### src/rtl/md_issue.sv
// md_issue: decodes HI/LO-class ops, holds Md_op/operands for the muldiv unit, returns MFHI/MFLO/MUL results.
// Latency: accept -> ISSUE next edge; result writeback one cycle after Md_stall drops (or after ISSUE if no stall).
// Backpressure: Pipe_stall holds IF/ID/EX through ISSUE/WAIT; WAIT aborts after WAIT_MAX cycles (sticky Md_err).
// Optional: define MD_PERF_EN to add the Stall_cycles performance counter output.
module md_issue #(
  parameter int WAIT_MAX = 40,
  parameter int CNT_W    = 6
) (
  input  logic        Clk,
  input  logic        Reset,
  input  logic        Instr_valid,
  input  logic [5:0]  Opcode,
  input  logic [5:0]  Funct,
  input  logic [4:0]  Rd_addr,
  input  logic [31:0] Rs_data,
  input  logic [31:0] Rt_data,
  input  logic        Flush,
  input  logic        Md_stall,
  input  logic [31:0] Md_res,
  output logic [3:0]  Md_op,
  output logic [31:0] Rs_out,
  output logic [31:0] Rt_out,
  output logic        Pipe_stall,
  output logic        Wb_en,
  output logic [4:0]  Wb_addr,
  output logic [31:0] Wb_data,
  output logic        Md_err
`ifdef MD_PERF_EN
  ,
  output logic [31:0] Stall_cycles
`endif
);

  typedef enum logic [1:0] {
    S_IDLE   = 2'd0,
    S_ISSUE  = 2'd1,
    S_WAIT   = 2'd2,
    S_RESULT = 2'd3
  } state_t;

  localparam logic [5:0] OPC_SPECIAL  = 6'b000000;
  localparam logic [5:0] OPC_SPECIAL2 = 6'b011100;

  state_t           state;
  logic [3:0]       dec_op;
  logic [4:0]       rd_q;
  logic [CNT_W-1:0] wait_cnt;
  logic             op_has_res;
  logic             accept;

  // Instruction decode into the muldiv op encoding; 0 means "not ours".
  always_comb begin
    dec_op = 4'b0000;
    if (Opcode == OPC_SPECIAL) begin
      case (Funct)
        6'b011010: dec_op = 4'b0001; // DIV
        6'b011011: dec_op = 4'b0010; // DIVU
        6'b010000: dec_op = 4'b0011; // MFHI
        6'b010010: dec_op = 4'b0100; // MFLO
        6'b010001: dec_op = 4'b0101; // MTHI
        6'b010011: dec_op = 4'b0110; // MTLO
        6'b011000: dec_op = 4'b1000; // MULT
        6'b011001: dec_op = 4'b1001; // MULTU
        default:   dec_op = 4'b0000;
      endcase
    end else if (Opcode == OPC_SPECIAL2 && Funct == 6'b000010) begin
      dec_op = 4'b0111;              // MUL
    end
  end

  // Md_op is the latched op while it is live, so it also tells us whether a result comes back.
  assign op_has_res = (Md_op == 4'b0011) || (Md_op == 4'b0100) || (Md_op == 4'b0111);

  // New ops are only taken when nothing is in flight; Flush squashes the slot.
  assign accept = Instr_valid && (dec_op != 4'b0000) && !Flush &&
                  ((state == S_IDLE) || (state == S_RESULT));

  assign Pipe_stall = (state == S_ISSUE) || (state == S_WAIT);

  // A flush in the RESULT cycle kills the writeback of the (younger-stage) result.
  assign Wb_en = (state == S_RESULT) && !Flush;

  // Sequencer: issue, wait on the unit with a timeout, then optional one-cycle result.
  always_ff @(posedge Clk or posedge Reset) begin
    if (Reset) begin
      state    <= S_IDLE;
      Md_op    <= 4'b0000;
      Rs_out   <= 32'd0;
      Rt_out   <= 32'd0;
      rd_q     <= 5'd0;
      Wb_addr  <= 5'd0;
      Wb_data  <= 32'd0;
      wait_cnt <= '0;
      Md_err   <= 1'b0;
    end else begin
      case (state)
        S_IDLE, S_RESULT: begin
          if (accept) begin
            Md_op  <= dec_op;
            Rs_out <= Rs_data;
            Rt_out <= Rt_data;
            rd_q   <= Rd_addr;
            state  <= S_ISSUE;
          end else begin
            state  <= S_IDLE;
          end
        end
        S_ISSUE, S_WAIT: begin
          // Flush is deliberately ignored here: the op already owns HI/LO.
          if (Md_stall) begin
            if (state == S_ISSUE) begin
              wait_cnt <= CNT_W'(1);
              state    <= S_WAIT;
            end else if (wait_cnt == CNT_W'(WAIT_MAX)) begin
              wait_cnt <= '0;
              Md_op    <= 4'b0000;
              Md_err   <= 1'b1;
              state    <= S_IDLE;
            end else begin
              wait_cnt <= wait_cnt + CNT_W'(1);
            end
          end else begin
            wait_cnt <= '0;
            Md_op    <= 4'b0000;
            if (op_has_res) begin
              Wb_data <= Md_res;
              Wb_addr <= rd_q;
              state   <= S_RESULT;
            end else begin
              state   <= S_IDLE;
            end
          end
        end
        default: state <= S_IDLE;
      endcase
    end
  end

`ifdef MD_PERF_EN
  // Free-running count of stalled cycles; wraps naturally at 2^32.
  always_ff @(posedge Clk or posedge Reset) begin
    if (Reset)           Stall_cycles <= 32'd0;
    else if (Pipe_stall) Stall_cycles <= Stall_cycles + 32'd1;
  end
`endif

endmodule

### config.mk
export PLATFORM = sky130hd
export DESIGN_NAME = md_issue
export DESIGN_NICKNAME = d
export VERILOG_FILES = /design/src/rtl/md_issue.sv
export SDC_FILE = /design/constraint.sdc
export NUM_CORES = 1
export LEC_CHECK = 0
export ABC_AREA = 1
export CORE_ASPECT_RATIO = 0.7
export CORE_MARGIN = 1.5
export CORE_UTILIZATION = 41
export CTS_BUF_LIST = sky130_fd_sc_hd__clkbuf_16
export DETAILED_ROUTE_END_ITERATION = 10
export GPL_ROUTABILITY_DRIVEN = 1
export GPL_TIMING_DRIVEN = 0
export PLACE_DENSITY = 0.89
export SETUP_SLACK_MARGIN = 0.2
export SYNTH_ARGS = -nofsm -noshare
export SYNTH_HDL_FRONTEND = slang
export SYNTH_SLANG_ARGS = --single-unit
### constraint.sdc
create_clock -name Clk -period 5.07 [get_ports Clk]
set_clock_uncertainty 0.15 [all_clocks]
set_input_delay 1.521 -clock Clk [delete_from_list [all_inputs] [get_ports Clk]]
set_output_delay 1.521 -clock Clk [all_outputs]
set_load 0.005 [all_outputs]
After elaboration in Yosys (flattened, before gate mapping)
Memory sizes are Yosys's and may differ from the RTL's. Index checks and enable logic that the tools add are counted.

$add $sub $neg: 1. Equal/unequal tests: 13. Muxes and demuxes: 17. Bitwise gates (word level): 2. Reduce and logical (&&, ||, !) cells: 19.

Operators by type and width (count): $mux W4 (6); $mux W6 (3); $eq A4 B3 Y1 const B (2); $mux W2 (4); $pmux W4 S2 (1); $add A6 B1 Y6 const B (1); $eq A6 B2 Y1 const B (1); $eq A6 B5 Y1 const B (1); $eq A6 B6 Y1 const B (1); $logic_not A6 Y1 (1); $ne A3 B3 Y1 const B (2); $reduce_and A3 Y1 (2); $logic_and A1 B1 Y1 (5); $eq A2 B2 Y1 const B (2); $eq A4 B2 Y1 const B (1); $logic_or A1 B1 Y1 (4); $ne A4 B4 Y1 const B (1); $pmux W2 S2 (1); $reduce_and A4 Y1 (1); $reduce_bool A4 Y1 (1); $reduce_or A2 Y1 (2); $mux W3 (1); $eq A2 B1 Y1 const B (1); $logic_not A2 Y1 (1); other kinds (5) (6).

Flip-flop bits (word level): 119. Memory bits (read-only): 128. Input bits: 118. Output and inout bits: 108. Memories: 1.

Memories: (name not given) (depth 32, width 4, rd ports 1, clocked after Yosys merged registers in 0, write ports 0, RTL line 55) `case (Funct)`.

Depth between registers and ports, before layout
Depth after elaboration: 10. Mapped depth: 14. Depth with buffers taken out: 13.

Worst setup path before layout
OpenSTA, ideal clock, no wires.

Path kind: input to output. Start: input Flush. End: output Wb_en. Data arrival time: 1.627 ns. Data required time: 3.399 ns. Setup slack: 1.772 ns. Stages on the path: 1. Path buffers: 0. Path through: nor2_1.

Cells in the longest elaborated chain, start to end: 2.

RTL lines: start, declared (RTL line 17) `input logic Flush,`; $logic_not A1 Y1 (RTL line 81) `assign Wb_en = (state == S_RESULT) && !Flush;`; $logic_and A1 B1 Y1 (RTL line 81); end, declared (RTL line 24) `output logic Wb_en,`.

Every way passes these cells.

Worst setup path in the final report
Ends and elaborated chain as after synthesis.

==> flow_summary.yaml <==
sta:
  worst_pin_slew_ns: 0.7613
  finalMaxSlewViolations: 0
  setup_slack_ns: 0.8263
  slew_headroom: 0.4924
  final-setup-viol-count: 0
  hold_viol: 0
  period_needed_ns: 4.244
  rsz0062_at_grt: "no"
  max_freq_mhz: 235.6
  period_share: 0.8370
cts:
  htreeDepth: 4
  cts_buffers: 17
  cts_max_path_buffers: 2
  clk_latency_ns: 0.40
  cts_tree: "yes"
  cts_sinks: 119
  cts.root.buffer_cell: "clkbuf_16"
  cts_setup_buffers: 0
  cts.clk_slew.worst_paths_ns: 0.05
  cts_hold_buf: 0
  cts.repair.resized: 0
place:
  place_ws_ns: 0.8299
  place_area_mm2: 0.007366
  dp.cells: 884
  io_buffer_count: 225
  hpwl_mm: 10.06
  gp_congestion: 0.8503
die:
  die_area_mm2: 0.01259
  die_x_um: 133.5
  pin_count: 226
  initial_core_util: 0.4197
  core_mm2: 0.01164
  num_rows: 33
  die_h_um: 94.35
drt:
  firstDrtPassIters: 5
  drt_iter0_drc: 193
  wl_per_cell_um: 15.11
  num_vias: 4317
  drc: 0
  avgViaCountPerCell: 4.713
  drt-total-wl_mm: 13.84
  ant_nets: 0
setup_path:
  cp_top_family: "buffers and inverters"
  criticalPathCategory: "in2out"
  cp.required_ns: 3.40
  critical_path.max_fanout: 2
  cp_common_cell: "clkdlybuf4s50_1"
  endpoint_kind: "output port"
  crit_path_start_kind: "primary input"
  crit_slowest_cell: "clkdlybuf4s50_1"
  critical_path.cell_chain: "clkdlybuf4s50_1 > nor2_1 > clkdlybuf4s50_1"
  crit_buf_inv: 2
  crit_arrival_ns: 2.57
  cpPeakStageDelay_ns: 0.51
power_and_ir_drop:
  p_per_area_mw_per_mm2: 377.2
  vdd_ir_drop_max_v: 0.0002252
  leakage_nw: 3.909
  power.total_mw: 3.000
grt:
  antenna_found_initial: 0
  grt_pass1_wl_mm: 21.69
  grt_usage: 0.2239
  grt_overflow: 0
  grt_pass1_vias: 4480
  grt_max_degree: 62
synthesis:
  yosysUniqueCellTypes: 30
  ys_top_cells_by_area: "dfrtp_1, nand2_1, mux2_2"
  syn_inst: 501
  synthTopCellsByCount: "nand2_1, dfrtp_1, mux2_2"
  synth.most_common_cell: "nand2_1"
  synth-seq-cells: 119
  avgSynthCellArea_um2: 9.755
  syn-num-nets: 626
  synth_top_area_cell: "dfrtp_1"
  synth_top_area_frac: 0.6093
  synth_edf_count: 0
  ys.flop_type: "dfrtp_1"
  async_flop_share: 1.000
  netlist_area_mm2: 0.004887
  yosysWarnings: 0
  yosysSeqAreaShare: 0.6093
cells_and_area:
  drive_gt1_frac: 0.1133
  syn_to_final_growth_pct: 62.72
  nNetsFinal: 871
  insertedDiodeCount: 0
  n_fill_cell: 810
  layout.cells.non_filler: 916
  postLayoutCellArea_mm2: 0.007953
  utilization: 0.6830
min_path:
  hp-class: "reg2reg"
run_status:
  status: "finished, final reports clean"
flow_run:
  drv_cap: 0
[report_power, final]
part / internal (mW) / switching, mW
Sequential: 1.09 / 0.0867
Clock: 0.764 / 0.418
Combinational: 0.374 / 0.262
[worst register-to-register path: stages, from the launching register on]
cell and delay (ns):
dfrtp_1 0.40, ha_1 0.39, nor4_1 0.38, nand2_1 0.29
buf_2 0.29, mux2_2 0.31
[layout by cell type, fill, tap and decap left out, drive strengths merged]
| master | n |
|---|---|
| or2 | 2 |
| clkdlybuf4s50 | 225 |
| clkinv | 5 |
| a21oi | 4 |
| bufinv | 3 |
| o221ai | 1 |
| nand3 | 6 |
| mux2 | 32 |
| o22ai | 1 |
| nand3b | 1 |
| clkinvlp | 5 |
| nor3 | 2 |
| buf | 19 |
| inv | 32 |
| o21ai | 16 |
| nand4 | 3 |
| xor2 | 3 |
| clkbuf | 18 |
| a22oi | 1 |
| xnor2 | 1 |
| a31oi | 1 |
| nand2 | 234 |
| dfrtp | 119 |
| ha | 7 |
| a31o | 1 |
| nor4 | 1 |
| nor2 | 16 |
[per-stage QoR]
| step | setup TNS [ns] | hold WS, ns |
|---|---|---|
| 2_1_floorplan | 0 | 0.3163 |
| 3_3_place_gp | -147.78 | 0.3112 |
| 3_5_place_dp | 0 | 0.3150 |
| 4_1_cts | 0 | 0.3289 |
| 5_1_grt | 0 | 0.3518 |
| 6_report | 0 | 0.3227 |
[path summary, 6_finish.rpt]
check                           depth (start not counted)     endpoint  slack [ns]  startpoint
worst min-delay path                                    2   Rs_out[23]        0.32  Rs_out[23]
worst min register to register                          2   Rs_out[23]        0.32  Rs_out[23]
min in group asynchronous                               2  Wb_data[17]        1.47       Reset
worst max-delay path                                    3        Wb_en        0.83       Flush
max in group asynchronous                               3   Rt_out[25]        2.50       Reset
worst max register to register                          5   Wb_data[1]        2.73    state[0]
[cell type report]
class	count	area [um^2]	area share
clock buffers	17	425.4	0.05349
well taps	157	196.4	0.02470
multi-input cells	333	1662	0.2089
clock inverters	15	161.4	0.02030
inverters	30	115.1	0.01447
plain buffers	19	135.1	0.01699
repair buffers	226	2280	0.2867
flip-flops and latches	119	2978	0.3744
[state kept, by name, summed over array words and instances, names as in the netlist]
name	flops
Md_err	1
Md_op	4
Rs_out	32
Rt_out	32
Wb_addr	5
Wb_data	32
rd_q	5
state	2
wait_cnt	6
[cell families (layout without fill, tap and decap cells)]
kind of cell	after synthesis	after routing	share of synthesized area
mux	32	32	0.07373
flops	119	119	0.6093
fa+ha+maj	7	7	0.01792
compound gates	25	25	0.02816
buf+inv	49	307	0.05069
simple gates	265	265	0.2130
xor+xnor	4	4	0.007170
[per-layer routing]
layer,share of wire,GRT usage,vias to the layer above,routed length (um)
li1,-,-,2050,-
met5,0,0,-,0
met1,0.42,0.2613,2050,5765
met3,0.075,0.07300,16,1034
met4,0.013,0.08877,0,176
met2,0.50,0.3877,201,6860
(Power assumes the default switching activity.)
